## src/rtl/prog_loader_if.sv

```systemverilog
// Program-RAM write port driven by prog_loader.
interface prog_loader_if;
  logic [10:0] ram_addr;
  logic [7:0]  ram_data;
  logic        ram_we;

  modport master (output ram_addr, ram_data, ram_we);
  modport slave  (input  ram_addr, ram_data, ram_we);
endinterface

```

## src/rtl/prog_loader.sv

```systemverilog
// UART 8N1 program loader: A5 | len | data... [| sum] into program RAM.
// Define PROG_LOADER_CHECKSUM_EN to enable the trailing checksum byte.
module prog_loader #(
  parameter int          CLKS_PER_BIT = 434,
  parameter logic [10:0] START_ADDR   = 11'h000
) (
  input  logic          clk,
  input  logic          rst_n,
  input  logic          rx,
  prog_loader_if.master ram,
  output logic          cpu_hold,
  output logic          load_done,
  output logic          load_err
);
  localparam logic [15:0] BIT_END  = 16'(CLKS_PER_BIT - 1);
  localparam logic [15:0] HALF_END = 16'(CLKS_PER_BIT / 2 - 1);
  localparam logic [7:0]  SYNC     = 8'hA5;

  typedef enum logic [1:0] {U_IDLE, U_START, U_DATA, U_STOP} ust_t;

`ifdef PROG_LOADER_CHECKSUM_EN
  typedef enum logic [2:0] {
    WAIT_SYNC, GET_LEN, GET_DATA, GET_SUM, FINISH
  } fst_t;
  logic [7:0]  r_sum, w_sum_n;
`else
  typedef enum logic [2:0] {
    WAIT_SYNC, GET_LEN, GET_DATA, FINISH
  } fst_t;
`endif

  ust_t        r_ust, w_ust_n;
  logic [1:0]  r_sync;
  logic        r_rx_q;
  logic        w_rx;
  logic [15:0] r_ucnt, w_ucnt_n;
  logic [2:0]  r_bit, w_bit_n;
  logic [7:0]  r_shift, w_shift_n;
  logic        w_byte_vld, w_frm_err;

  fst_t        r_fst, w_fst_n;
  logic [7:0]  r_len, w_len_n;
  logic [7:0]  r_idx, w_idx_n;
  logic [10:0] r_addr, w_addr_n;
  logic [7:0]  r_data, w_data_n;
  logic        r_we, w_we_n;
  logic        r_hold, w_hold_n;
  logic        r_err, w_err_n;

  assign w_rx = r_sync[1];

  always_ff @(posedge clk or negedge rst_n) begin
    if (!rst_n) begin
      r_sync  <= 2'b11;
      r_rx_q  <= 1'b1;
      r_ust   <= U_IDLE;
      r_ucnt  <= '0;
      r_bit   <= '0;
      r_shift <= '0;
    end else begin
      r_sync  <= {r_sync[0], rx};
      r_rx_q  <= w_rx;
      r_ust   <= w_ust_n;
      r_ucnt  <= w_ucnt_n;
      r_bit   <= w_bit_n;
      r_shift <= w_shift_n;
    end
  end

  always_comb begin
    w_ust_n    = r_ust;
    w_ucnt_n   = r_ucnt + 16'd1;
    w_bit_n    = r_bit;
    w_shift_n  = r_shift;
    w_byte_vld = 1'b0;
    w_frm_err  = 1'b0;
    unique case (r_ust)
      U_IDLE: begin
        w_ucnt_n = '0;
        if (r_rx_q && !w_rx) w_ust_n = U_START;
      end
      U_START: if (r_ucnt == HALF_END) begin
        w_ucnt_n = '0;
        w_bit_n  = '0;
        w_ust_n  = w_rx ? U_IDLE : U_DATA;
      end
      U_DATA: if (r_ucnt == BIT_END) begin
        w_ucnt_n  = '0;
        w_shift_n = {w_rx, r_shift[7:1]};
        w_bit_n   = r_bit + 3'd1;
        if (r_bit == 3'd7) w_ust_n = U_STOP;
      end
      U_STOP: if (r_ucnt == BIT_END) begin
        w_ucnt_n   = '0;
        w_ust_n    = U_IDLE;
        w_byte_vld = w_rx;
        w_frm_err  = !w_rx;
      end
      default: w_ust_n = U_IDLE;
    endcase
  end

  always_ff @(posedge clk or negedge rst_n) begin
    if (!rst_n) begin
      r_fst  <= WAIT_SYNC;
      r_len  <= '0;
      r_idx  <= '0;
      r_addr <= START_ADDR;
      r_data <= '0;
      r_we   <= 1'b0;
      r_hold <= 1'b0;
      r_err  <= 1'b0;
`ifdef PROG_LOADER_CHECKSUM_EN
      r_sum  <= '0;
`endif
    end else begin
      r_fst  <= w_fst_n;
      r_len  <= w_len_n;
      r_idx  <= w_idx_n;
      r_addr <= w_addr_n;
      r_data <= w_data_n;
      r_we   <= w_we_n;
      r_hold <= w_hold_n;
      r_err  <= w_err_n;
`ifdef PROG_LOADER_CHECKSUM_EN
      r_sum  <= w_sum_n;
`endif
    end
  end

  always_comb begin
    w_fst_n  = r_fst;
    w_len_n  = r_len;
    w_idx_n  = r_idx;
    w_addr_n = r_addr;
    w_data_n = r_data;
    w_we_n   = 1'b0;
    w_hold_n = r_hold;
    w_err_n  = r_err;
`ifdef PROG_LOADER_CHECKSUM_EN
    w_sum_n  = r_sum;
`endif
    if (w_frm_err) begin
      w_fst_n = WAIT_SYNC;
      w_err_n = 1'b1;
    end else begin
      unique case (r_fst)
        WAIT_SYNC: if (w_byte_vld && r_shift == SYNC) begin
          w_fst_n  = GET_LEN;
          w_err_n  = 1'b0;
          w_hold_n = 1'b1;
        end
        GET_LEN: if (w_byte_vld) begin
          // len 0 wraps to 255 as last index, giving 256 bytes
          w_len_n = r_shift;
          w_idx_n = '0;
`ifdef PROG_LOADER_CHECKSUM_EN
          w_sum_n = '0;
`endif
          w_fst_n = GET_DATA;
        end
        GET_DATA: if (w_byte_vld) begin
          w_we_n   = 1'b1;
          w_addr_n = START_ADDR + {3'b000, r_idx};
          w_data_n = r_shift;
          w_idx_n  = r_idx + 8'd1;
`ifdef PROG_LOADER_CHECKSUM_EN
          w_sum_n  = r_sum + r_shift;
          if (r_idx == r_len - 8'd1) w_fst_n = GET_SUM;
`else
          if (r_idx == r_len - 8'd1) begin
            w_fst_n  = FINISH;
            w_hold_n = 1'b0;
          end
`endif
        end
`ifdef PROG_LOADER_CHECKSUM_EN
        GET_SUM: if (w_byte_vld) begin
          if (r_shift == r_sum) begin
            w_fst_n  = FINISH;
            w_hold_n = 1'b0;
          end else begin
            w_fst_n = WAIT_SYNC;
            w_err_n = 1'b1;
          end
        end
`endif
        FINISH:  w_fst_n = WAIT_SYNC;
        default: w_fst_n = WAIT_SYNC;
      endcase
    end
  end

  assign ram.ram_addr = r_addr;
  assign ram.ram_data = r_data;
  assign ram.ram_we   = r_we;
  assign cpu_hold     = r_hold;
  assign load_done    = (r_fst == FINISH);
  assign load_err     = r_err;
endmodule

```

## src/flat_wrapper.sv

```systemverilog
// flat-port wrapper written by rule: the top's interface ports become plain ports
module prog_loader_flat 
#(
  parameter int          CLKS_PER_BIT = 434,
  parameter logic [10:0] START_ADDR   = 11'h000
)
  (clk, rst_n, rx, cpu_hold, load_done, load_err, ram_ram_addr, ram_ram_data, ram_ram_we);
  prog_loader_if ram_i ();
  input  logic clk;
  input  logic rst_n;
  input  logic rx;
  output logic cpu_hold;
  output logic load_done;
  output logic load_err;
  output wire logic [$bits(ram_i.ram_addr)-1:0] ram_ram_addr;
  output wire logic [$bits(ram_i.ram_data)-1:0] ram_ram_data;
  output wire logic [$bits(ram_i.ram_we)-1:0] ram_ram_we;
  assign ram_ram_addr = ram_i.ram_addr;
  assign ram_ram_data = ram_i.ram_data;
  assign ram_ram_we = ram_i.ram_we;
  prog_loader #(.CLKS_PER_BIT(CLKS_PER_BIT), .START_ADDR(START_ADDR)) u_core (.clk(clk), .rst_n(rst_n), .rx(rx), .ram(ram_i), .cpu_hold(cpu_hold), .load_done(load_done), .load_err(load_err));
endmodule
```

## config.mk

```make
export PLATFORM = sky130hd
export DESIGN_NAME = prog_loader_flat
export DESIGN_NICKNAME = d
export VERILOG_FILES = /design/src/rtl/prog_loader_if.sv /design/src/rtl/prog_loader.sv /design/src/flat_wrapper.sv
export SDC_FILE = /design/constraint.sdc
export NUM_CORES = 1
export LEC_CHECK = 0
export CAP_MARGIN = 0
export CORE_ASPECT_RATIO = 1.5
export CORE_MARGIN = 3
export CORE_UTILIZATION = 45
export CTS_CLUSTER_DIAMETER = 30
export CTS_CLUSTER_SIZE = 12
export DETAILED_ROUTE_END_ITERATION = 8
export MAX_ROUTING_LAYER = met4
export PLACE_DENSITY = 0.68
export SETUP_SLACK_MARGIN = 0.2
export SKIP_LAST_GASP = 1
export SYNTH_ARGS = -nofsm -noshare
export SYNTH_HDL_FRONTEND = slang
export SYNTH_SLANG_ARGS = --single-unit
```

## constraint.sdc

```tcl
create_clock -name clk -period 4.7 [get_ports clk]
set_input_delay 1.41 -clock clk [delete_from_list [all_inputs] [get_ports clk]]
set_output_delay 1.41 -clock clk [all_outputs]
set_load 0.01 [all_outputs]
```

## Word level (Yosys, flattened, before mapping)

Index checks and enable logic that the tools add are counted.

| word-level totals | value |
|---|---|
| input bits | 3 |
| logic and storage cells | 99 |
| flip-flop bits (word level) | 70 |
| output and inout bits | 23 |

| operators by class | value |
|---|---|
| eq/ne operators | 24 |
| bitwise logic cells | 1 |
| reductions and logical operators | 20 |
| add/subtract/negate cells | 4 |
| multiplexer cells | 36 |

Operator list:

| kind | count |
|---|---|
| $pmux 16 s3 | 1 |
| $mux 16 | 2 |
| $mux 3 | 7 |
| $ne 2x1->1 const B | 9 |
| $add 16x1->16 const B | 1 |
| $eq 16x8->1 const B | 1 |
| $eq 16x9->1 const B | 1 |
| $mux 8 | 2 |
| $pmux 8 s2 | 1 |
| $mux 1 | 13 |
| $mux 2 | 6 |
| $ne 3x1->1 const B | 4 |
| $reduce_and 5->1 | 2 |
| $reduce_bool 2->1 | 5 |
| $pmux 3 s3 | 1 |
| $reduce_and 3->1 | 3 |
| $add 8x1->8 const B | 1 |
| $eq 8x8->1 | 1 |
| $eq 8x8->1 const B | 1 |
| $pmux 2 s4 | 1 |
| $reduce_and 4->1 | 2 |
| $sub 8x1->8 const B | 1 |
| $eq 3x2->1 const B | 2 |
| $pmux 3 s2 | 1 |
| 13 further kinds | 16 |

## Depth between registers and ports, before layout

Gate-level depths: netlist (run 1).

| depth | value |
|---|---|
| depth after elaboration | 7 |
| mapped depth | 9 |
| depth with buffers taken out | 8 |

## Least setup slack after synthesis (run 1)

No wires, ideal clock.

| timing | value |
|---|---|
| path kind | register to register |
| start | reg u_core.r_len[3] |
| end | reg u_core.r_fst[1] |
| data required time | 4.621 ns |
| period minus slack after synthesis | 2.117 ns |
| arrival time | 2.037 ns |
| buffers on the path | 1 |
| stages on the path, launching flop included | 8 |
| slack | 2.583 ns |
| library setup time | 0.079 ns |
| cell sequence | dfrtp_1 -> buf_6 -> or3_1 -> or3_1 -> a211oi_2 -> o2111ai_2 -> a221oi_2 -> mux2i_1 |

| between the ends | value |
|---|---|
| word-level cells in the longest chain between the ends | 4 |

RTL lines:

| what | RTL line | source |
|---|---|---|
| from (decl) | prog_loader.sv:42 | `logic [7:0] r_len, w_len_n;` |
| from (signal assigned) | prog_loader.sv:118 | `r_len <= w_len_n;` |
| $sub 8x1->8 | prog_loader.sv:171 | `if (r_idx == r_len - 8'd1) begin` |
| $eq 8x8->1 | prog_loader.sv:171 |  |
| $ne 3x1->1 (no line) | -- |  |
| $reduce_and 4->1 (no line) | -- |  |
| to (signal assigned) | prog_loader.sv:117 | `r_fst <= w_fst_n;` |
| to (decl) | prog_loader.sv:41 | `fst_t r_fst, w_fst_n;` |

Every way passes these cells.
A chain may end at the register's enable or synchronous reset.

## Worst setup path in the final report (run 1)

| timing | value |
|---|---|
| start | reg u_core.r_fst[1] |
| end | out load_done |

| between the ends | value |
|---|---|
| word-level cells in the longest chain between the ends | 1 |

RTL lines:

| what | RTL line | source |
|---|---|---|
| $eq 3x2->1 | prog_loader.sv:198 | `assign load_done = (r_fst == FINISH);` |
| to (decl) | flat_wrapper.sv:13 | `output logic load_done;` |

Every way passes these cells.

==> flow_metrics.tcl, run 1 <==
set metrics [dict create \
    status "completed" \
    fraction_of_synthesized_cell_area_in_xor_and_xnor_cells_pct 6.714 \
    max_freq_ghz 0.3541 \
    synth_top_area_share_pct 46.89 \
    synth-edff-count 0 \
    dominant_combinational_cell_family_by_area_after_synthesis "simple AND/OR/NAND/NOR gates" \
    vias 2350 \
    cp_capture_type "primary output" \
    finalWorstPathRequiredPeriod_ns 2.824 \
    post-place-cells 432 \
    drt_first_iter_violations 111 \
    synthSimpleGateAreaFrac_pct 17.02 \
    number_of_cells_on_the_worst_reg_to_reg_path 6 \
    instance_area_after_placement_mm2 0.003810 \
    post_cts_hold_buffer_count 0 \
    floorplan.initialDensity_pct 47.49 \
    final_cell_count_no_fill 448 \
    io_pins 26 \
    final_cell_mix "66 x sky130_fd_sc_hd__dfrtp_1, 32 x sky130_fd_sc_hd__nor2_1, 29 x sky130_fd_sc_hd__mux2_2, 25 x sky130_fd_sc_hd__nand2_1, 21 x sky130_fd_sc_hd__clkdlybuf4s50_1" \
    clock-sinks 69 \
    grt_remaining_overflow 0 \
    dominantRegCellSynth "sky130_fd_sc_hd__dfrtp_1" \
    number_of_global_route_vias_before_repair 2468 \
    most_common_cell_after_layout_fill_and_taps_aside "sky130_fd_sc_hd__dfrtp_1" \
    ys_ff_latch 69 \
    clk_latency_worst_skew_pair_ns 0.35 \
    final.period_utilization_pct 60.09 \
    synth_mux_area_share_pct 11.65 \
    synth-adder-area-share_pct 5.329 \
    detail_route.drc_violations 0 \
    post-cts-setup-buffer-count 0 \
    async_flop_share_pct 100.0 \
    syn-cell-area_mm2 0.003522 \
    setup_total_negative_slack_ns 0 \
    post_synthesis_cells 319 \
    max_cap_violations 0 \
    final_cell_area_mm2 0.003986 \
    grt.total_usage_pct 17.14 \
    dieArea_mm2 0.008947 \
    synth-warning-count 0 \
    cts_resized 0 \
    cts-htree-levels 3 \
    yosysSeqAreaShare_pct 49.13 \
    finish.net_count 361 \
    synth.avg_cell_area_um2 11.04 \
    timing.critical_path.cells "ha_1 > clkdlybuf4s50_1" \
    post-synth-top-area-cell "sky130_fd_sc_hd__dfrtp_1" \
    slew_headroom_pct 48.37 \
    dieWidth_um 78.24 \
    yosys-top-cells-area "sky130_fd_sc_hd__dfrtp_1 47%, sky130_fd_sc_hd__mux2_2 9.3%, sky130_fd_sc_hd__ha_1 5.3%" \
    final.setup_skew_ns 0.009699 \
    timing.critical_path.required_ns 3.29 \
    rsz0062_at_grt "false" \
    worst_ir_drop_vdd_mv 0.2517 \
    timing.critical_path.arrival_ns 1.41 \
    final_critical_path_setup_slack_ns 1.876 \
    post_drt_via_cell_ratio 5.246 \
    compound_gate_fraction_of_synth_area_pct 6.217 \
    cellPowerDensity_mw_per_mm2 317.1 \
    report.final.setup_viol 0 \
    critical_path.startpoint_type "flip-flop" \
    critical_path_peak_fanout 4 \
    gp_congestion 0.8524 \
    post_route_cells_drive_above_1_share_pct 17.24 \
    criticalPathCategory "reg -> out" \
    core-area_mm2 0.007417 \
    final_hold_fails 0 \
    path_clk_slew_ns 0.07 \
    cts_tree "done" \
    antenna_cells_inserted 0 \
    total_routed_wirelength_mm 6.504 \
    portBuffers 22 \
    clockRootBuffer "sky130_fd_sc_hd__clkbuf_8" \
    grt_antenna_before_repair 0 \
    worst_path_largest_cell_delay_ns 0.53 \
    grt_pass1_wl_mm 11.59 \
    pre_cts_ws_ns 2.214 \
    slew_viol_final 0 \
    longest_clk_path_bufs 2 \
    dp_hpwl_mm 4.792 \
    worst_hold_path.num_cells 0 \
    timing_worst_slew_pin_value_ns 0.7745 \
    ant_nets 0 \
    floorplan.rows 38 \
    worstHoldPathType "reg -> reg" \
    slowest_stage "sky130_fd_sc_hd__clkdlybuf4s50_1" \
    drt_first_pass_iters 5 \
    lkg_pwr_nw 1.822 \
    yosys.cell_types.count 57 \
    die_height_um 114.4 \
    synthToLayoutAreaGrowth_pct 13.18 \
    number_of_buffers_added_by_the_clock_tree_synthesis_step 9 \
    grt_start_max_net_pins 45 \
    wl_per_cell_um 14.52 \
]
-- cells by family (layout without fill, tap and decap cells) --
logic type / count (synthesis) / after routing
AO/OA/AOI/OAI: 28 / 28
multiplexers: 37 / 37
other: 1 / 3
buffers and inverters: 30 / 57
AND/OR/NAND/NOR: 112 / 112
XOR/XNOR: 27 / 27
flip-flops: 69 / 69
adder cells (fa/ha/maj): 15 / 15
-- power breakdown --
part / switching, W / internal (W)
registers: 0.0000219 / 0.000616
logic: 0.000132 / 0.0000655
clock network: 0.000225 / 0.000203
-- per-layer routing --
layer / global-route usage (%) / share of wire [%] / up-vias
met3: 4.567 / 3.0 / 13
met4: 7.701 / 2.5 / 0
li1: - / - / 1140
met1: 17.65 / 40 / 1167
met2: 30.32 / 55 / 30
met5: - / 0 / -
-- cell type report --
class,instances,area [um^2]
flip-flops and latches,69,1730
inverters,18,67.56
clock inverters,6,38.79
multi-input cells,222,1664
well taps,100,125.1
clock buffers,10,137.6
fillers,682,3431
repair buffers,23,222.7
-- flip-flops by register name (all words and copies together) (netlist names), named ones only --
name                 flops
u_core.r_shift           8
u_core.cpu_hold          1
u_core.ram.ram_addr      8
u_core.r_idx             8
u_core.ram.ram_data      8
u_core.r_bit             3
u_core.r_sync            2
u_core.r_len             8
u_core.r_ucnt           16
u_core.r_rx_q            1
u_core.ram.ram_we        1
u_core.load_err          1
u_core.r_ust             1
u_core.r_fst             2
-- critical path: cells and delay by family, from the launching register on --
family / cells / cell delay [ns]
buf+inv: 1 / 0.53
fa+ha+maj: 1 / 0.16
flops: 1 / 0.39
-- synthesized netlist by cell type, drive strengths merged (2+ instances only) --
master	number
a21oi	3
and3	7
buf	7
clkbuf	5
dfrtp	66
dfstp	3
ha	15
inv	18
mux2	32
mux2i	5
nand2	25
nand2b	7
nand3	12
nand4	3
nor2	32
nor3	7
nor4	2
nor4b	3
nor4bb	2
o21ai	9
o2bb2ai	2
or3	3
or4	2
xnor2	14
xor2	13
-- final timing paths --
check,from,end,slack (ns)
worst max-delay path,u_core.r_fst[1],load_done,1.88
worst min register to register,u_core.r_sync[0],u_core.r_sync[1],0.36
max in group asynchronous,rst_n,u_core.r_rx_q,2.68
worst min-delay path,u_core.r_sync[0],u_core.r_sync[1],0.36
min in group asynchronous,rst_n,u_core.ram.ram_addr[1],1.06
worst max register to register,u_core.r_ucnt[1],u_core.ram.ram_data[3],2.27
-- metrics by stage --
step / hold slack (ns) / util (%) / total power [W]
global placement: 0.3470 / 51.37 / 0.0008448
global route: 0.3601 / 53.74 / 0.001354
detailed placement: 0.3481 / 51.37 / 0.0008507
CTS: 0.3583 / 53.74 / 0.001285
finish: 0.3580 / 53.74 / 0.001264
floorplan: 0.3452 / - / 0.0007973
Note: power is estimated with default switching activity, not from simulation.
==> run 2: changes to the inputs <==
PLACE_DENSITY = 0.7   (was 0.68)
clock period = 2.55 ns   (was 4.7 ns; I/O delays follow)
==> run 2 against run 1 <==
Effect of this change:
- register-to-register slack lost 2.0 ns
- global-route usage grew 0.35 points
- critical path depth grew 4
- via count grew 2.9%
- core utilization grew 2.4 points
- clock skew grew 0.00054 ns
- worst setup slack lost 1.6 ns
- die area is the same
- design area grew 4.5%
- largest cell class unchanged
- largest power group unchanged
==> flow_metrics.tcl, run 2 (synthesis results as in run 1) <==
set metrics [dict create \
    status "completed" \
    cts_tree "done" \
    report.final.setup_viol 0 \
    timing.critical_path.cells "nor4b_4 > nand3_2 > or4_4 > a21o_1 > a221oi_2 > mux2i_1" \
    drt_first_iter_violations 145 \
    post-place-cells 438 \
    final_cell_mix "64 x sky130_fd_sc_hd__dfrtp_1, 32 x sky130_fd_sc_hd__nor2_1, 29 x sky130_fd_sc_hd__mux2_2, 25 x sky130_fd_sc_hd__nand2_1, 21 x sky130_fd_sc_hd__clkdlybuf4s50_1" \
    final.setup_skew_ns 0.01024 \
    floorplan.rows 38 \
    most_common_cell_after_layout_fill_and_taps_aside "sky130_fd_sc_hd__dfrtp_1" \
    final_hold_fails 0 \
    post_cts_hold_buffer_count 0 \
    vias 2417 \
    post_route_cells_drive_above_1_share_pct 21.17 \
    antenna_cells_inserted 0 \
    dp_hpwl_mm 5.030 \
    timing.critical_path.required_ns 2.82 \
    floorplan.initialDensity_pct 47.49 \
    timing_worst_slew_pin_value_ns 0.5356 \
    wl_per_cell_um 14.93 \
    gp_congestion 0.8573 \
    number_of_buffers_added_by_the_clock_tree_synthesis_step 9 \
    worstHoldPathType "reg -> reg" \
    timing.critical_path.arrival_ns 2.50 \
    final_cell_count_no_fill 459 \
    grt_antenna_before_repair 0 \
    io_pins 26 \
    dieArea_mm2 0.008947 \
    setup_total_negative_slack_ns 0 \
    slowest_stage "sky130_fd_sc_hd__or4_4" \
    slew_headroom_pct 64.29 \
    number_of_global_route_vias_before_repair 2517 \
    detail_route.drc_violations 0 \
    worst_path_largest_cell_delay_ns 0.58 \
    path_clk_slew_ns 0.08 \
    critical_path_peak_fanout 4 \
    grt_start_max_net_pins 30 \
    cp_capture_type "flip-flop" \
    ant_nets 0 \
    cts-htree-levels 3 \
    core-area_mm2 0.007417 \
    clk_latency_worst_skew_pair_ns 0.35 \
    drt_first_pass_iters 4 \
    nFillCells 670 \
    finalWorstPathRequiredPeriod_ns 2.231 \
    grt.total_usage_pct 17.49 \
    grt_pass1_wl_mm 11.95 \
    max_cap_violations 0 \
    cellPowerDensity_mw_per_mm2 620.2 \
    criticalPathCategory "reg -> reg" \
    clock-sinks 69 \
    max_freq_ghz 0.4482 \
    portBuffers 22 \
    longest_clk_path_bufs 2 \
    die_height_um 114.4 \
    rsz0062_at_grt "false" \
    grt_remaining_overflow 0 \
    final.period_utilization_pct 87.50 \
    timing.critical_path.max_delay_family "simple AND/OR/NAND/NOR gates" \
    post_drt_via_cell_ratio 5.266 \
    slew_viol_final 0 \
    regMostFlops "u_core.r_ucnt" \
    synthToLayoutAreaGrowth_pct 18.29 \
    critical_path.startpoint_type "flip-flop" \
    clockRootBuffer "sky130_fd_sc_hd__clkbuf_8" \
    finish.net_count 372 \
    buffering_stage_count_on_the_worst_path_with_inverters_included 0 \
    lkg_pwr_nw 1.915 \
    number_of_flip_flops_under_the_largest_register_name 16 \
    worst_ir_drop_vdd_mv 0.3902 \
    total_routed_wirelength_mm 6.855 \
    dieWidth_um 78.24 \
]
run 2: cell type report:
cell class                      count  area [um^2]  area share [%]
Multi-Input combinational cell    222         1694           40.66
Clock buffer                        9        123.9           2.973
Timing Repair Buffer               34        317.8           7.628
Sequential cell                    69         1733           41.59
Inverter                           18        67.56           1.622
Clock inverter                      7        105.1           2.523
Tap cell                          100        125.1           3.003
run 2: routing by layer:
| layer | up-vias | part of all wire (%) | global-route usage, % |
|---|---|---|---|
| met5 | - | 0 | - |
| met4 | 0 | 2.2 | 6.884 |
| met3 | 14 | 2.2 | 4.016 |
| met2 | 28 | 55 | 30.32 |
| met1 | 1216 | 40 | 19.42 |
| li1 | 1159 | - | - |
run 2: path summary, 6_finish.rpt:
kind,slack (ns),to,from,cells past startpoint
min in group asynchronous,0.39,u_core.load_err,rst_n,1
min,0.36,u_core.r_sync[1],u_core.r_sync[0],0
max reg2reg,0.32,u_core.r_fst[1],u_core.r_ucnt[13],6
max in group asynchronous,1.50,u_core.r_idx[6],rst_n,2
min reg2reg,0.36,u_core.r_sync[1],u_core.r_sync[0],0
max,0.32,u_core.r_fst[1],u_core.r_ucnt[13],6
run 2: per-stage QoR:
| step | setup slack [ns] | util [%] | hold WS, ns | power, W | instance area, um^2 |
|---|---|---|---|---|---|
| finish | 0.3186 | 56.17 | 0.3591 | 0.002584 | 4167 |
| floorplan | 0.4332 | - | 0.3452 | 0.001470 | 3530 |
| detailed placement | 0.2943 | 52.14 | 0.3481 | 0.001586 | 3867 |
| CTS | 0.2768 | 55.23 | 0.3606 | 0.002615 | 4096 |
| global placement | 0.3659 | 52.14 | 0.3461 | 0.001575 | 3867 |
| global route | 0.1669 | 56.17 | 0.3677 | 0.002726 | 4167 |
run 2: timing repair:
| item | 4_1_cts | 5_1_grt |
|---|---|---|
| buffers inserted | 0 | 5 |
| hold endpoints to repair | 0 | 0 |
| gates resized for setup | 0 | 7 |
| endpoints found under the setup margin | 0 | 6 |
run 2: power breakdown:
group          switching (W)  internal [W]
Clock               0.000458      0.000566
Combinational       0.000243      0.000141
Sequential         0.0000427       0.00113
Total               0.000744       0.00184
==> run 3: changes to the inputs <==
PLACE_DENSITY = 0.66   (was 0.7)
==> run 3 against run 2 <==
Effect of this change:
- combinational power hardly changed
- non-clock buffer count is 4 lower
- core utilization is 1.0 points lower
- clock skew is 0.0031 ns lower
- cell count is 0.87% lower
- wire length is 3.5% lower
- critical endpoint unchanged
==> flow_metrics.tcl, run 3 (synthesis results as in run 1) <==
set metrics [dict create \
    status "completed" \
    slew_headroom_pct 63.19 \
    worst_hold_path.endpoint "u_core.r_sync[1]" \
    pwr-share-clk_pct 36.0 \
    dieArea_mm2 0.008947 \
    core-area_mm2 0.007417 \
    timing.critical_path.arrival_ns 2.54 \
    worst_ir_drop_vdd_mv 0.4789 \
    timing.rr.start "u_core.r_ucnt[2]" \
    report.final.setup_viol 0 \
    longest_clk_path_bufs 2 \
    finalWorstPathRequiredPeriod_ns 2.261 \
    path_clk_slew_ns 0.07 \
    dp_hpwl_mm 4.965 \
    post-cts-setup-buffer-count 0 \
    lkg_pwr_nw 1.875 \
    drt_first_pass_iters 4 \
    criticalPathCategory "reg -> reg" \
    portBuffers 22 \
    worst_hold_path.num_cells 0 \
    worstHoldPathType "reg -> reg" \
    cp_capture_type "flip-flop" \
    cellPowerDensity_mw_per_mm2 594.4 \
    power.net_switching_w 0.0006785 \
    floorplan.rows 38 \
    fin_hold_ws_ns 0.3573 \
    number_of_global_route_vias_before_repair 2426 \
    drt_first_iter_violations 82 \
    reg2reg_slack_ns 0.29 \
    antenna_cells_inserted 0 \
    finish.net_count 368 \
    grt_start_max_net_pins 26 \
    dieWidth_um 78.24 \
    slew_viol_final 0 \
    cell_internal_pwr_w 0.001752 \
    regMostFlops "u_core.r_ucnt" \
    final_cell_count_no_fill 455 \
    most_common_cell_after_layout_fill_and_taps_aside "sky130_fd_sc_hd__dfrtp_1" \
    setup_total_negative_slack_ns 0 \
    netSwitchingFraction_pct 27.91 \
    max_cap_violations 0 \
    worstReg2RegEnd "u_core.r_fst[1]" \
    report.power.total_w 0.002430 \
    max_freq_ghz 0.4423 \
    floorplan.initialDensity_pct 47.49 \
    io_pins 26 \
    detail_route.drc_violations 0 \
    number_of_cells_on_the_worst_reg_to_reg_path 6 \
    grt_pass1_wl_mm 11.36 \
    power_frac_seq_pct 48.3 \
    post_route_cells_drive_above_1_share_pct 18.31 \
    timing.critical_path.required_ns 2.83 \
    vias 2380 \
    number_of_flip_flops_under_the_largest_register_name 16 \
    wl_per_cell_um 14.54 \
    post_cts_hold_buffer_count 0 \
    clock-sinks 69 \
    pwr-share-comb_pct 15.7 \
    timing.hold.worst.start "u_core.r_sync[0]" \
    cts_tree "done" \
    number_of_buffers_added_by_the_clock_tree_synthesis_step 9 \
    timing_worst_slew_pin_value_ns 0.5522 \
    final.setup_skew_ns 0.007150 \
    rsz0062_at_grt "false" \
    gp_congestion 0.8597 \
    grt.total_usage_pct 17.16 \
    clockRootBuffer "sky130_fd_sc_hd__clkbuf_8" \
    ant_nets 0 \
    synthToLayoutAreaGrowth_pct 16.09 \
    clk_latency_worst_skew_pair_ns 0.35 \
    critical_path.startpoint_type "flip-flop" \
    final_hold_fails 0 \
    critical_path_peak_fanout 5 \
    cts-htree-levels 3 \
    final.period_utilization_pct 88.67 \
    grt_remaining_overflow 0 \
    die_height_um 114.4 \
    post_drt_via_cell_ratio 5.231 \
    final_cell_mix "66 x sky130_fd_sc_hd__dfrtp_1, 32 x sky130_fd_sc_hd__nor2_1, 29 x sky130_fd_sc_hd__mux2_2, 25 x sky130_fd_sc_hd__nand2_1, 21 x sky130_fd_sc_hd__clkdlybuf4s50_1" \
    post-place-cells 439 \
    grt_antenna_before_repair 0 \
    total_routed_wirelength_mm 6.615 \
]
## run 3: cell count changes in the layout (fill, tap and decap cells not counted), sizes merged
cell / previous run / this run
inv: 21 / 18
clkbuf: 9 / 12
clkinv: 1 / 2
buf: 13 / 9
bufinv: 2 / 1
## run 3: final cells by class
cell class / instances / area (um^2)
Sequential cell: 69 / 1730
Tap cell: 100 / 125.1
Inverter: 18 / 67.56
Fill cell: 695 / 3328
Clock inverter: 4 / 47.55
Multi-Input combinational cell: 222 / 1673
Timing Repair Buffer: 30 / 300.3
Clock buffer: 12 / 145.1
## run 3: worst max-delay path, cell delays in order (launching register included)
cell and delay [ns]:
sky130_fd_sc_hd__dfrtp_1 0.45, sky130_fd_sc_hd__nor4b_4 0.38, sky130_fd_sc_hd__nand3_2 0.17, sky130_fd_sc_hd__or4_4 0.58, sky130_fd_sc_hd__a21o_1 0.22, sky130_fd_sc_hd__a221oi_2 0.19, sky130_fd_sc_hd__mux2i_1 0.20
## run 3: stage by stage
stage	utilization, %	cell area [um^2]	setup slack [ns]
floorplan	-	3530	0.4332
global placement	52.41	3887	0.3522
detailed placement	52.41	3887	0.2858
CTS	55.01	4080	0.2714
global route	55.13	4089	0.2055
finish	55.13	4089	0.2890
## run 3: worst max path at each step
stage	end	cells past startpoint	slack (ns)	start
3_5_place_dp	u_core.r_fst[1]	6	0.29	u_core.r_ucnt[2]
3_3_place_gp	u_core.r_fst[1]	6	0.35	u_core.r_ucnt[2]
6_report	u_core.r_fst[1]	6	0.29	u_core.r_ucnt[2]
4_1_cts	u_core.r_fst[1]	6	0.27	u_core.r_ucnt[2]
2_1_floorplan	u_core.r_fst[1]	7	0.43	u_core.r_len[3]
5_1_grt	u_core.r_fst[1]	6	0.21	u_core.r_ucnt[2]
## run 3: timing repair
action,4_1_cts,5_1_grt
resized for setup,0,1
endpoints found under the hold margin,0,0
endpoints found under the setup margin,0,1
## run 3: per-layer routing
layer	global-route usage, %	part of all wire [%]
met5	-	0
met4	9.102	2.8
met3	4.409	2.9
met2	28.95	54
met1	18.43	41
## run 3: power by group through the flow
| stage | Combinational, W | Clock [W] | Sequential, W |
|---|---|---|---|
| after floorplan | 0.000283 | 0 | 0.00119 |
| after CTS | 0.000390 | 0.000908 | 0.00118 |
| after global placement | 0.000382 | 0 | 0.00119 |
| final | 0.000381 | 0.000874 | 0.00118 |
| after detailed placement | 0.000387 | 0 | 0.00120 |
| after global routing | 0.000442 | 0.000953 | 0.00118 |
